<file path="config.mk">
export PLATFORM = sky130hd
export DESIGN_NAME = ram_arb2
export DESIGN_NICKNAME = d
export VERILOG_FILES = /design/src/rtl/ram_arb2_pkg.sv /design/src/rtl/ram_arb2_rr.sv /design/src/rtl/ram_arb2.sv
export SDC_FILE = /design/constraint.sdc
export NUM_CORES = 1
export LEC_CHECK = 0
export CAP_MARGIN = 20
export CORE_ASPECT_RATIO = 1.25
export CORE_UTILIZATION = 37
export DETAILED_ROUTE_END_ITERATION = 10
export PLACE_DENSITY = 0.87
export RECOVER_POWER = 100
export SETUP_SLACK_MARGIN = 0.3
export SLEW_MARGIN = 20
export SYNTH_ARGS = -nofsm -noshare
export SYNTH_HDL_FRONTEND = slang
export SYNTH_SLANG_ARGS = --single-unit
</file>
<file path="constraint.sdc">
create_clock -name clk -period 4.6 [get_ports clk]
set_input_delay 0.92 -clock clk [delete_from_list [all_inputs] [get_ports clk]]
set_output_delay 0.92 -clock clk [all_outputs]
set_load 0.01 [all_outputs]
</file>
<file path="src/rtl/ram_arb2_pkg.sv">
// Shared definitions for the two-port round-robin RAM arbiter (ram_arb2).
// The optional power-up clear sweep is enabled with the RAM_CLEAR_EN macro.
package ram_arb2_pkg;

    typedef enum logic {
        ST_INIT = 1'b0,
        ST_RUN  = 1'b1
    } state_t;

    localparam int PORT0  = 0;
    localparam int PORT1  = 1;
    localparam int DATA_W = 32;
    localparam int ADDR_W = 7;

endpackage

</file>
<file path="src/rtl/ram_arb2_rr.sv">
// rr_arb2: 2-way round-robin grant logic with its own priority pointer.
// The pointer names the port favoured on the next cycle both ports request.
module rr_arb2
    import ram_arb2_pkg::*;
(
    input  logic       clk,
    input  logic       reset,
    input  logic       en,
    input  logic [1:0] req,
    output logic [1:0] gnt
);

    logic rr_ptr;

    always_comb begin
        gnt = 2'b00;
        if (en) begin
            unique case (req)
                2'b01:   gnt = 2'b01;
                2'b10:   gnt = 2'b10;
                2'b11:   gnt = (rr_ptr == 1'(PORT1)) ? 2'b10 : 2'b01;
                default: gnt = 2'b00;
            endcase
        end
    end

    // After any grant the other port becomes favoured; idle cycles leave it alone.
    always_ff @(posedge clk) begin
        if (reset) begin
            rr_ptr <= 1'(PORT0);
        end else if (gnt != 2'b00) begin
            rr_ptr <= gnt[0] ? 1'(PORT1) : 1'(PORT0);
        end
    end

endmodule

</file>
<file path="src/rtl/ram_arb2.sv">
// ram_arb2: arbitrates two valid/ready clients onto one sync-write/async-read RAM.
// Define RAM_CLEAR_EN to zero the whole RAM after every reset before serving requests.
module ram_arb2
    import ram_arb2_pkg::*;
#(
    parameter int DATA_W = ram_arb2_pkg::DATA_W,
    parameter int ADDR_W = ram_arb2_pkg::ADDR_W
) (
    input  logic              clk,
    input  logic              reset,
    input  logic              p0_valid,
    input  logic              p0_we,
    input  logic [ADDR_W-1:0] p0_address,
    input  logic [DATA_W-1:0] p0_d,
    output logic              p0_ready,
    output logic              p0_rsp_valid,
    output logic [DATA_W-1:0] p0_rsp_q,
    input  logic              p1_valid,
    input  logic              p1_we,
    input  logic [ADDR_W-1:0] p1_address,
    input  logic [DATA_W-1:0] p1_d,
    output logic              p1_ready,
    output logic              p1_rsp_valid,
    output logic [DATA_W-1:0] p1_rsp_q,
    output logic              ram_we,
    output logic [ADDR_W-1:0] ram_address,
    output logic [DATA_W-1:0] ram_d,
    input  logic [DATA_W-1:0] ram_q,
    output logic              busy
);

    logic              run;
    logic [1:0]        gnt;
    logic [1:0]        rsp_vld_p1;
    logic [DATA_W-1:0] rsp_q_p1 [2];

`ifdef RAM_CLEAR_EN
    state_t            state;
    logic [ADDR_W-1:0] sweep;

    always_ff @(posedge clk) begin
        if (reset) begin
            state <= ST_INIT;
            sweep <= '0;
        end else if (state == ST_INIT) begin
            sweep <= sweep + 1'b1;
            if (sweep == {ADDR_W{1'b1}}) begin
                state <= ST_RUN;
            end
        end
    end

    assign busy = (state == ST_INIT);
    assign run  = (state == ST_RUN);
`else
    assign busy = 1'b0;
    assign run  = 1'b1;
`endif

    // Readies are forced low while reset is held so nothing is accepted that would be lost.
    rr_arb2 u_rr (
        .clk   (clk),
        .reset (reset),
        .en    (run & ~reset),
        .req   ({p1_valid, p0_valid}),
        .gnt   (gnt)
    );

    assign p0_ready = gnt[PORT0];
    assign p1_ready = gnt[PORT1];

    always_comb begin
        ram_we      = 1'b0;
        ram_address = '0;
        ram_d       = '0;
`ifdef RAM_CLEAR_EN
        if (state == ST_INIT) begin
            ram_we      = ~reset;
            ram_address = sweep;
        end
`endif
        if (gnt[PORT0]) begin
            ram_we      = p0_we;
            ram_address = p0_address;
            ram_d       = p0_d;
        end else if (gnt[PORT1]) begin
            ram_we      = p1_we;
            ram_address = p1_address;
            ram_d       = p1_d;
        end
    end

    // Stage p0 -> p1: capture the RAM read (old data on writes) for the granted port.
    always_ff @(posedge clk) begin
        if (reset) begin
            rsp_vld_p1  <= 2'b00;
            rsp_q_p1[0] <= '0;
            rsp_q_p1[1] <= '0;
        end else begin
            rsp_vld_p1 <= gnt;
            if (gnt[PORT0]) rsp_q_p1[0] <= ram_q;
            if (gnt[PORT1]) rsp_q_p1[1] <= ram_q;
        end
    end

    assign p0_rsp_valid = rsp_vld_p1[PORT0];
    assign p1_rsp_valid = rsp_vld_p1[PORT1];
    assign p0_rsp_q     = rsp_q_p1[0];
    assign p1_rsp_q     = rsp_q_p1[1];

endmodule

</file>
==> run metrics, run 1 <==
post-synth top area share=0.641; Clock Tree Buf Depth=2; MaxCap Viol Count=3; initial DRC count=87; cell family with most CP delay=buffers and inverters; DIE WIDTH=82.5 um; number of port buffers=223; CTS sink cnt=67; clk root buf=clkbuf_8; initial antenna violation count=0; setup bufs post-CTS=0; num rows=36; CP Cell Sequence=dlygate4sd3_1 -> nand2b_1 -> buf_4 -> a32oi_1 -> nor2_1 -> dlygate4sd3_1; highest ir drop seen on vdd=0.222 mV; Avg Inst Size Synth=13.9 um^2; Clock Power Share=0.280; Achievable Freq=243 MHz; Power per Cell Area=about 290 mW/mm^2; worst slew pin tran=2.27 ns; largest net degree at the start of global routing=49; clk_skew=0.00974 ns; vias in the first global route=about 2,500; Layout area overhead=76.7%; Hold Startpoint=u_rr.rr_ptr; Final Hold Violating Endpoints=0; RSZ-0062 raised after global routing=false; Final TNS setup=0 ns; crit path kind=in2out; type of the worst min-delay path=reg2reg; Worst path slowest cell=dlygate4sd3_1; CP arrival=3.19 ns; Reg power frac=0.489; most frequent CP cell=dlygate4sd3_1; hold_ws=0.570 ns; Crit. Startpoint=p0_valid; fin crit period=between 4 and 5 ns; DR vias/cell=5.10; Setup WS pre-CTS=around 0.67 ns; DRC=0; final setup margin=0.492 ns; Crit Path Max Fanout=33; P_sw=roughly 0.00036 W; Final GP Congestion=~0.78; fin crit share=0.893; Detailed Place HPWL=6680 um; CP max stage delay=0.66 ns; post-synthesis mux area share=0; drt total wl=9170 um; status=complete, but fails checks; Synth Instances=216; max-slew violations=99; synthesized cell area=0.00300 mm^2; register bit total from synthesis=67; Static Leakage=around 2.1 nW; Net Sw Frac=0.238; crit path capture type=primary output; grt total ovfl=0; Die Height=103 um; area share of and/or/nand/nor cells after synthesis=0.137; Logic pwr share=0.231; endpoints failing setup=0; Cell Count, Final, Fillers Out=531; Area contributors post-synth=edfxtp_1, a32oi_1, and2_1; Post-CTS Resized=0; Clk Latency, worst-skew pair=0.34 ns; ANT nets after route=0; area leader, netlist=edfxtp_1; WP data required=3.68 ns; core area=0.00784 mm^2; CP startpoint kind=primary input; Synth Area in Compound Gates=0.125; R2R Path Start=u_rr.rr_ptr; violated checks=max-capacitance violations, max-slew violations; internal power=0.00115 W; Net Count, Synth=~330; # IOs=225; distinct cell type count of the synthesized netlist=21; critical path buffer and inverter count=3; adder-cell share of the synthesized area=0; die area=0.00847 mm^2; clock slew at reported path FFs=about 0.060 ns; Initial Util=0.383; fin nets=547; overall global routing resource usage=0.220; vias=2,710; global-route wire length before repair=13,600 um; WL per Instance=17.3 um; number of H-tree levels=3; cts hold-fix bufs=0; DP Cell Count=515; # diodes=0; Ys Warns=0; sequential-to-total area share from yosys stat=0.661; largest family of logic cells by synthesized area=simple AND/OR/NAND/NOR gates; first drt pass iteration count=4; CTS buffer count=9; Worst slew margin=-0.511; Post-Synth XOR/XNOR Area=0; CTS tree=yes; share of cells above drive strength 1=0.0367
## cells in the mapped netlist, drive strengths merged
cell type,instances
and2,32
buf,14
nand2,1
conb,1
nor2b,2
clkbuf,9
or2b,1
a32oi,40
edfxtp,64
dfxtp,3
a21oi,1
or2,1
a21boi,1
nor2,44
nand2b,2
## metal layers
metal	track usage	vias up	wire length, um
met4	0.102	0	245
met2	0.357	183	4570
met5	0	-	0
met1	0.261	1260	3370
li1	-	1243	-
met3	0.0779	24	987
## cell usage in the layout, fill, tap and decap left out
| cell | netlist | layout |
|---|---|---|
| a21boi_0 | 0 | 1 |
| buf_2 | 3 | 1 |
| clkbuf_1 | 2 | 6 |
| a21oi_1 | 1 | 1 |
| clkdlybuf4s50_1 | 0 | 112 |
| or2_0 | 0 | 1 |
| nand2b_1 | 2 | 2 |
| dlygate4sd3_1 | 0 | 110 |
| a32oi_1 | 40 | 40 |
| nand2_1 | 1 | 1 |
| edfxtp_1 | 64 | 64 |
| nor2b_1 | 2 | 2 |
| buf_4 | 1 | 3 |
| clkbuf_8 | 4 | 11 |
| or2b_2 | 1 | 1 |
| dfxtp_1 | 3 | 3 |
| and2_0 | 0 | 32 |
| conb_1 | 1 | 1 |
| nor2_1 | 43 | 44 |
## cells by family (layout without fill, tap and decap cells)
| kind of cell | after synthesis | after routing |
|---|---|---|
| DFF | 67 | 67 |
| buffers and inverters | 23 | 243 |
| other | 1 | 1 |
| AOI/OAI and AO/OA | 42 | 42 |
| and+or+nand+nor | 83 | 83 |
## sequential cells by signal, indices dropped and copies added (netlist names)
name         cells
rsp_vld_p1       2
u_rr.rr_ptr      1
rsp_q_p1        64
## power by group through the flow
stage               registers [W]  clock network, W  logic, W
global route             0.000745          0.000454  0.000378
global placement         0.000750                 0  0.000371
finish                   0.000740          0.000424  0.000349
detailed placement       0.000754                 0  0.000379
floorplan                0.000779                 0  0.000112
CTS                      0.000741          0.000428  0.000383
## cell type report
type	instances	area, um^2
fill	562	2540
tap	95	119
sequential	67	1980
multi-input combinational	126	776
clock buffer	16	170
timing repair buffer	227	2250
## final timing paths
check | end | slack [ns] | cells after the start
max | ram_d[4] | 0.49 | 6
max reg2reg | rsp_q_p1[0][17] | 1.56 | 3
min | u_rr.rr_ptr | 0.57 | 2
min reg2reg | u_rr.rr_ptr | 0.57 | 2
## per-stage QoR
| stage | total power [W] | utilization | cell area (um^2) |
|---|---|---|---|
| 3_3_place_gp | 0.00112 | 0.657 | 5150 |
| 6_report | 0.00151 | 0.676 | 5300 |
| 5_1_grt | 0.00158 | 0.676 | 5300 |
| 2_1_floorplan | 0.000891 | - | 3000 |
| 4_1_cts | 0.00155 | 0.678 | 5320 |
| 3_5_place_dp | 0.00113 | 0.657 | 5150 |
## worst min-delay path: cells and delay by family (launching register included)
kind,cells,cell delay (ns)
flops,1,0.32
compound gates,1,0.05
simple gates,1,0.15
Power figures use the tool's default switching activity.
==> inputs of run 2 (changes only) <==
--- a/config.mk
+++ b/config.mk
@@ -7,9 +7,9 @@
 export LEC_CHECK = 0
 export CAP_MARGIN = 20
 export CORE_ASPECT_RATIO = 1.25
-export CORE_UTILIZATION = 37
+export CORE_UTILIZATION = 34
 export DETAILED_ROUTE_END_ITERATION = 10
-export PLACE_DENSITY = 0.87
+export PLACE_DENSITY = 0.81
 export RECOVER_POWER = 100
 export SETUP_SLACK_MARGIN = 0.3
 export SLEW_MARGIN = 20
==> constraint.sdc (replaced) <==
create_clock -name clk -period 4.5 [get_ports clk]
set_input_delay 0.9 -clock clk [delete_from_list [all_inputs] [get_ports clk]]
set_output_delay 0.9 -clock clk [all_outputs]
set_load 0.01 [all_outputs]
==> run metrics, run 2 (synthesis gave the netlist of run 1 again) <==
Worst path slowest cell=dlygate4sd3_1; endpoints failing setup=0; violated checks=max-capacitance violations, max-slew violations; # diodes=0; RR Endpoint=rsp_q_p1[0][6]; most common cell after layout, fill and taps aside=clkdlybuf4s50_1; cts hold-fix bufs=0; number of H-tree levels=3; vias=2,690; status=complete, but fails checks; clk root buf=clkbuf_8; Die Height=107 um; # IOs=around 230; WHS Endpoint=u_rr.rr_ptr; CTS sink cnt=67; type of the worst min-delay path=reg2reg; CTS buffer count=9; R2R Path Start=u_rr.rr_ptr; clk_skew=about 0.0053 ns; die area=between 0.009 and 0.01 mm^2; clock slew at reported path FFs=0.06 ns; num rows=37; Hold Path Depth=2; highest ir drop seen on vdd=0.152 mV; crit path capture type=primary output; internal reg-to-reg setup slack=1.61 ns; ANT nets after route=0; Detailed Place HPWL=6480 um; Post-CTS Resized=0; initial DRC count=136; Power per Cell Area=around 300 mW/mm^2; Achievable Freq=255 MHz; WL per Instance=15.8 um; vias in the first global route=2,652; grt total ovfl=0; Clock Tree Buf Depth=2; Setup WS pre-CTS=0.615 ns; final setup margin=0.573 ns; setup bufs post-CTS=0; fin crit period=roughly 4 ns; overall global routing resource usage=0.189; CP arrival=3.03 ns; first drt pass iteration count=5; Largest register FFs=64; number of port buffers=223; Static Leakage=2.11 nW; DIE WIDTH=86.0 um; MaxCap Viol Count=3; hold_ws=0.605 ns; WP data required=3.60 ns; core area=~0.0084 mm^2; global-route wire length before repair=13,200 um; CP max stage delay=roughly 0.64 ns; worst reg2reg path depth=2; drt total wl=8750 um; initial antenna violation count=0; most flop-heavy register=rsp_q_p1; Final Hold Violating Endpoints=0; Top Registers=rsp_q_p1 (64), rsp_vld_p1 (2), u_rr.rr_ptr (1); CP startpoint kind=primary input; DR vias/cell=4.86; Worst slew margin=-0.554; share of cells above drive strength 1=0.0458; Initial Util=0.358; Clk Latency, worst-skew pair=between 0.3 and 0.4 ns; fillers=roughly 620; Final TNS setup=0 ns; worst slew pin tran=roughly 2.3 ns; fin nets=548; DRC=0; CP Cell Sequence=clkdlybuf4s50_1 -> nand2b_1 -> buf_4 -> a32oi_1 -> nor2_1 -> dlygate4sd3_1; Crit Path Max Fanout=30; Layout area overhead=80.0%; Final GP Congestion=between 0.7 and 0.8; CTS tree=yes; largest net degree at the start of global routing=roughly 50; most frequent cells in the layout=clkdlybuf4s50_1, dlygate4sd3_1, edfxtp_1, nor2_1, a32oi_1; crit path kind=in2out; RSZ-0062 raised after global routing=false; fin crit share=0.873; Hold Startpoint=u_rr.rr_ptr; max-slew violations=99
[run 2: changes by cell type in the layout (fill, tap and decap cells not counted), sizes merged]
cell | previous run | this run
clkbuf | 17 | 12
clkdlybuf4s50 | 112 | 115
clkinv | 0 | 3
dlygate4sd3 | 110 | 107
bufinv | 0 | 2
buf | 4 | 5
[run 2: per-stage QoR]
stage          instances  power [W]  area (um^2)  utilization
2_1_floorplan        216   0.000911         3000            -
6_report             554    0.00163         5400        0.644
3_3_place_gp         538    0.00115         5190        0.620
4_1_cts              554    0.00168         5400        0.645
3_5_place_dp         538    0.00116         5190        0.620
5_1_grt              554    0.00170         5400        0.644
[run 2: power breakdown]
group / total [W] / internal, W / switching [W] / leakage [nW]
Combinational: 0.000358 / 0.000207 / 0.000150 / 1.30
Sequential: 0.000754 / 0.000743 / 0.0000118 / 0.712
Clock: 0.000522 / 0.000310 / 0.000211 / 0.105
Total: 0.00163 / 0.00126 / 0.000374 / 2.11
[run 2: how the worst max path moves through the flow]
stage                         from   endpoint  slack [ns]
after global placement    p0_valid   ram_d[7]        0.70
after CTS                 p0_valid  ram_d[12]        0.60
after global routing      p0_valid  ram_d[19]        0.39
after floorplan           p1_valid   ram_d[0]        1.96
final                     p0_valid  ram_d[12]        0.57
after detailed placement  p0_valid  ram_d[12]        0.62
[run 2: area by class of cell]
type | instances | area (um^2) | share of cell area
Clock buffer | 11 | 131 | 0.0243
Clock inverter | 5 | 77.6 | 0.0144
Multi-Input combinational cell | 126 | 787 | 0.146
Sequential cell | 67 | 1980 | 0.367
Tap cell | 117 | 146 | 0.0271
Timing Repair Buffer | 228 | 2270 | 0.421
[run 2: metal layers]
metal	routed length, um	track usage	vias to the layer above
met1	3210	0.205	1264
met3	758	0.0562	12
li1	-	-	1246
met5	0	0	-
met4	120	0.0786	0
met2	4660	0.338	168
[run 2: worst max-delay path: cells and delay by family]
family / cells / cell delay [ns]
buffers and inverters: 3 / 1.48
AND/OR/NAND/NOR: 2 / 0.50
AO/OA/AOI/OAI: 1 / 0.15
